--- config.mk ---
export PLATFORM = sky130hd
export DESIGN_NAME = hybrid_pwm_sd_multi
export DESIGN_NICKNAME = d
export VERILOG_FILES = /design/src/rtl/hybrid_pwm_sd_multi.sv
export SDC_FILE = /design/constraint.sdc
export NUM_CORES = 1
export LEC_CHECK = 0
export ABC_AREA = 1
export BUFFER_PORTS_ARGS = -buffer_cell sky130_fd_sc_hd__buf_4
export CORE_AREA = 2 2 144 146
export CTS_CLUSTER_SIZE = 10
export DETAILED_ROUTE_END_ITERATION = 16
export DIE_AREA = 0 0 146 148
export GPL_ROUTABILITY_DRIVEN = 0
export HOLD_SLACK_MARGIN = 0.03
export PLACE_DENSITY = 0.67
export SLEW_MARGIN = 20
export SYNTH_ARGS = -nofsm -noshare
export SYNTH_HDL_FRONTEND = slang
export SYNTH_SLANG_ARGS = --single-unit
--- constraint.sdc ---
create_clock -name clk -period 4.4 [get_ports clk]
set_input_delay 0.66 -clock clk [delete_from_list [all_inputs] [get_ports clk]]
set_output_delay 0.66 -clock clk [all_outputs]
set_load 0.01 [all_outputs]
--- src/rtl/hybrid_pwm_sd_multi.sv ---
// N-channel hybrid PWM / second-order error-feedback sigma-delta DAC.
// Define SD_DITHER_EN to add per-channel LFSR dither ahead of the quantiser.
module hybrid_pwm_sd_multi #(
  parameter int CHANNELS   = 2,
  parameter int DATA_WIDTH = 16,
  parameter int PWM_BITS   = 5,
  parameter int SIGNED_IN  = 1
) (
  input  logic                           clk,
  input  logic                           reset_n,
  input  logic [CHANNELS*DATA_WIDTH-1:0] d,
  input  logic                           d_stb,
  input  logic                           mute,
  output logic [CHANNELS-1:0]            q,
  output logic [CHANNELS-1:0]            clip,
  output logic                           period_stb
);

  localparam int SHIFT = DATA_WIDTH - PWM_BITS;
  localparam int VW    = DATA_WIDTH + 4;
  localparam logic [PWM_BITS-1:0]   CNT_LAST = '1;
  localparam logic [DATA_WIDTH-1:0] MID      = {1'b1, {(DATA_WIDTH-1){1'b0}}};
  localparam logic signed [VW-1:0]  Q_MAX    = VW'((1 << PWM_BITS) - 1);
  localparam logic signed [VW-1:0]  E_LIM    = VW'(1 << (SHIFT + 1));

  logic [PWM_BITS-1:0]   pwm_cnt_q, pwm_cnt_d;
  logic                  period_stb_q, period_stb_d;
  logic [DATA_WIDTH-1:0] hold_q [CHANNELS];
  logic [DATA_WIDTH-1:0] hold_d [CHANNELS];
  logic signed [VW-1:0]  e1_q [CHANNELS];
  logic signed [VW-1:0]  e1_d [CHANNELS];
  logic signed [VW-1:0]  e2_q [CHANNELS];
  logic signed [VW-1:0]  e2_d [CHANNELS];
  logic [PWM_BITS-1:0]   duty_q [CHANNELS];
  logic [PWM_BITS-1:0]   duty_d [CHANNELS];
  logic [CHANNELS-1:0]   q_q, q_d, clip_q, clip_d;

  logic                  update;
  logic [DATA_WIDTH-1:0] x    [CHANNELS];
  logic signed [VW-1:0]  dith [CHANNELS];
  logic signed [VW-1:0]  v    [CHANNELS];
  logic signed [VW-1:0]  qv   [CHANNELS];
  logic signed [VW-1:0]  e    [CHANNELS];
  logic [CHANNELS-1:0]   sat;

  assign update = (pwm_cnt_q == CNT_LAST);

`ifdef SD_DITHER_EN
  localparam logic signed [VW-1:0] DITH_OFS = VW'(1 << (SHIFT - 2));

  logic [15:0] lfsr_q, lfsr_d;
  logic [15:0] lfsr_rot [CHANNELS];

  always_comb begin
    lfsr_d = lfsr_q;
    if (update) lfsr_d = {1'b0, lfsr_q[15:1]} ^ (lfsr_q[0] ? 16'hB400 : 16'h0000);
    // Each channel sees a rotated copy so the dither is decorrelated across pins.
    for (int n = 0; n < CHANNELS; n++) begin
      lfsr_rot[n] = (lfsr_q << n) | (lfsr_q >> (16 - n));
      dith[n]     = $signed(VW'(lfsr_rot[n][SHIFT-2:0])) - DITH_OFS;
    end
  end

  always_ff @(posedge clk or negedge reset_n) begin
    if (!reset_n) lfsr_q <= 16'hACE1;
    else          lfsr_q <= lfsr_d;
  end
`else
  always_comb begin
    for (int n = 0; n < CHANNELS; n++) dith[n] = '0;
  end
`endif

  // NOTE: every variable gets a default at the top of the block so no path leaves it unassigned and infers a latch.
  always_comb begin
    pwm_cnt_d    = pwm_cnt_q + 1'b1;
    period_stb_d = (pwm_cnt_d == CNT_LAST);
    for (int n = 0; n < CHANNELS; n++) begin
      hold_d[n] = hold_q[n];
      if (d_stb) begin
        hold_d[n] = d[n*DATA_WIDTH +: DATA_WIDTH];
        if (SIGNED_IN != 0) hold_d[n][DATA_WIDTH-1] = ~d[n*DATA_WIDTH + DATA_WIDTH - 1];
      end

      x[n]   = mute ? MID : hold_q[n];
      v[n]   = $signed({4'b0000, x[n]}) + (e1_q[n] <<< 1) - e2_q[n] + dith[n];
      qv[n]  = v[n] >>> SHIFT;
      sat[n] = 1'b0;
      if (v[n] < 0) begin
        qv[n]  = '0;
        sat[n] = 1'b1;
      end else if (qv[n] > Q_MAX) begin
        qv[n]  = Q_MAX;
        sat[n] = 1'b1;
      end

      // Bounding the residual keeps a long clip from winding up the loop.
      e[n] = v[n] - (qv[n] <<< SHIFT);
      if (e[n] > E_LIM)       e[n] = E_LIM;
      else if (e[n] < -E_LIM) e[n] = -E_LIM;

      e1_d[n]   = e1_q[n];
      e2_d[n]   = e2_q[n];
      duty_d[n] = duty_q[n];
      clip_d[n] = 1'b0;
      if (update) begin
        e2_d[n]   = e1_q[n];
        e1_d[n]   = e[n];
        duty_d[n] = qv[n][PWM_BITS-1:0];
        clip_d[n] = sat[n];
      end

      // Compare next-state values so q lines up with the counter it is registered against.
      q_d[n] = (pwm_cnt_d < duty_d[n]);
    end
  end

  // NOTE: sequential state uses non-blocking assignments so all flops sample pre-edge values together.
  always_ff @(posedge clk or negedge reset_n) begin
    if (!reset_n) begin
      pwm_cnt_q    <= '0;
      period_stb_q <= 1'b0;
      q_q          <= '0;
      clip_q       <= '0;
      // NOTE: these per-channel arrays are plain flops, not a RAM, so resetting them is cheap and required.
      for (int n = 0; n < CHANNELS; n++) begin
        hold_q[n] <= MID;
        e1_q[n]   <= '0;
        e2_q[n]   <= '0;
        duty_q[n] <= '0;
      end
    end else begin
      pwm_cnt_q    <= pwm_cnt_d;
      period_stb_q <= period_stb_d;
      q_q          <= q_d;
      clip_q       <= clip_d;
      for (int n = 0; n < CHANNELS; n++) begin
        hold_q[n] <= hold_d[n];
        e1_q[n]   <= e1_d[n];
        e2_q[n]   <= e2_d[n];
        duty_q[n] <= duty_d[n];
      end
    end
  end

  assign q          = q_q;
  assign clip       = clip_q;
  assign period_stb = period_stb_q;

endmodule

==> out/qor.csv <==
metric,value,unit
maxCapViolCount,0,
wl_per_cell,14.8,µm
via_per_inst,5.06,
clkTransAtPathRegs,0.07,ns
fin_setup_tns,-4.31,ns
cpLargestDelayFamily,simple AND/OR/NAND/NOR gates,
post-route-min-period,4.70,ns
grt_max_degree,101,
final_max_slew_viol_count,0,
finalCritPeriodShare,107,%
cp.buffers_inverters,8,
drive_gt1_share,32.0,%
rows,52,
violations,setup timing,
hp-class,input port to asynchronous set/reset pin,
cts-root-buf,clkbuf_16,
die_h,148,µm
synth_common_cells,"nand2_1 (434), inv_1 (211), dfrtp_1 (130), o21ai_0 (82), nand3_1 (75)",
final_util,66.9,%
cts_tree,done,
hpwlAfterDp,17800,µm
ys_warn_count,0,
nFillCells,1613,
ys_types,44,
fin_hold_ws,0.335,ns
yosys.area.top_type,dfrtp_1,
yosys-top-cells-area,"dfrtp_1 (34%), nand2_1 (17%), ha_1 (8.4%), inv_1 (8.2%), fa_1 (6.6%)",
yosysTopAreaCellShare,33.6,%
clk_latency,0.44,ns
met1_length,11300,µm
syn_area,9670,µm²
die_w,146,µm
rsz0062_at_grt,yes,
finalHoldViolCount,0,
p_leak,7.19,nW
antenna_found_initial,0,
path_common_cell,nand2_2,
ir_drop,0.343,mV
status,"finished, violations left",
cp-start-kind,input port,
worst_ep_required_time,4.76,ns
ios,41,
drt_iter0_markers,502,
ys_ff_latch,132,
clock_skew,0.0136,ns
cts_max_level,4,
max_slew_margin,34.3,%
synth_most_common_cell,nand2_1,
core-area,20000,µm²
synth-edff-count,0,
path_max_fanout,7,
diodes,0,
ys.flop_type,dfrtp_1,
critical_path_arrival,5.06,ns
top_layer,met4,
cp_slowest_cell,fa_1,
routed_wl,26900,µm
grt-ovfl-total,0,
synth_cells,1308,
max_stage_delay,0.48,ns
avgSynthCellArea,7.39,µm²
grtUsageTotal,25.3,%
numCtsBuffers,17,
dr_total_vias,9206,
p_per_area,572,nW/µm²
drt.antenna.violating_nets,0,
drc,0,
max_freq,0.213,GHz
dieArea,21600,µm²
setup_ws,-0.297,ns
tightestPinTransition,0.985,ns
critPathKind,input port to flip-flop,
grt_pass1_wl,44400,µm
io_buffers,40,
grt_pass1_vias,9577,
cts.sinks,132,
cts_buffer_depth,2,
ys_async_sr_fraction,100,%
power,7.66,mW
wl_met2,13800,µm
wl_met3,846,µm
drt_first_pass_iters,7,
initial_core_util,48.3,%
synth-seq-area-share,34.2,%
areaGrowthSynthToFinish,38.6,%
nets,1668,
worst_setup_path_end_kind,flip-flop,
postCtsHoldBufs,0,
final_area,13400,µm²
placed_area,11600,µm²
setup_violations,25,
==> through the flow <==
step                      setup slack [ns]  std cells
after floorplan                     -0.197       1313
after global routing                -0.609       1818
after CTS                           -0.215       1800
after detailed placement            -0.980       1736
final                               -0.297       1818
after global placement              -0.888       1736
==> flip-flops by register name, summed over array words and instances, names as in the netlist <==
signal	count
duty_q	10
e1_q	40
hold_q	32
pwm_cnt_q	5
q	2
period_stb	1
e2_q	40
clip	2
==> power breakdown <==
| part | internal (mW) | total [mW] | switching [mW] |
|---|---|---|---|
| Clock | 0.737 | 1.36 | 0.620 |
| Combinational | 2.18 | 4.91 | 2.73 |
| Sequential | 1.34 | 1.40 | 0.0614 |
==> placed cells by master (no fill, tap or decap), types with 5 or more instances in the layout <==
master	netlist	layout
nor2_2	5	13
a21o_1	6	6
xor2_1	22	20
o21bai_4	0	11
ha_1	65	31
inv_2	9	26
o21ai_0	82	74
nand3_1	75	64
a21oi_4	0	5
clkbuf_16	0	18
buf_4	1	219
buf_12	0	6
nand3_4	2	5
a21oi_2	2	18
ha_4	0	30
nand3_2	7	15
dfrtp_1	130	130
nand2_1	434	374
conb_1	1	6
nand2_2	12	55
nor2_1	64	52
nand3b_1	7	7
a21oi_1	43	22
fa_1	32	30
inv_1	211	192
nand2_4	1	19
nand4_1	21	21
==> final cells by class <==
cell class | count | area [µm²] | share of cell area, %
Clock buffer | 18 | 429 | 3.20
Clock inverter | 14 | 125 | 0.934
Inverter | 220 | 845 | 6.30
Multi-Input combinational cell | 931 | 6450 | 48.2
Sequential cell | 132 | 3310 | 24.7
Tap cell | 270 | 338 | 2.52
Timing Repair Buffer | 233 | 1900 | 14.2
==> per-layer routing <==
metal	vias up	track usage, %
met2	196	46.3
met4	0	10.3
li1	4553	-
met3	97	3.70
met1	4360	29.9
met5	-	0
==> repair_timing <==
item                       CTS  global route
resized for setup           97            75
pin swaps                   32            40
gates cloned                 3             1
setup buffers               31            21
setup endpoints to repair   29            41
==> path summary, 6_finish.rpt <==
| kind | end | startpoint | slack [ns] | cells past startpoint |
|---|---|---|---|---|
| worst min register to register | hold_q[20]$_DFFE_PN0P_ | hold_q[20]$_DFFE_PN0P_ | 0.47 | 2 |
| worst max-delay path | e1_q[2]$_DFFE_PN0N_ | mute | -0.30 | 37 |
| worst max register to register | e1_q[2]$_DFFE_PN0N_ | hold_q[15]$_DFFE_PN1P_ | -0.24 | 32 |
| min in group clk | hold_q[15]$_DFFE_PN1P_ | d[31] | 0.40 | 2 |
| worst min-delay path | hold_q[16]$_DFFE_PN0P_ | reset_n | 0.34 | 1 |
| max in group asynchronous | e1_q[11]$_DFFE_PN0N_ | reset_n | 3.05 | 2 |
==> worst register-to-register path, delay by kind of cell (launching register included) <==
| kind | cells | cell delay, ns |
|---|---|---|
| AND/OR/NAND/NOR | 21 | 2.08 |
| AO/OA/AOI/OAI | 3 | 0.40 |
| adder cells (fa/ha/maj) | 4 | 1.18 |
| buffers and inverters | 4 | 0.38 |
| flip-flops | 1 | 0.54 |
==> cells by family after synthesis <==
family                     synth area share, %
AOI/OAI and AO/OA                         9.21
xor gates and xnor gates                  2.43
adders and majority gates                 15.0
buffers and inverters                     10.6
DFF                                       34.2
other                                   0.0388
and+or+nand+nor                           28.5
Power figures use the tool's default switching activity.
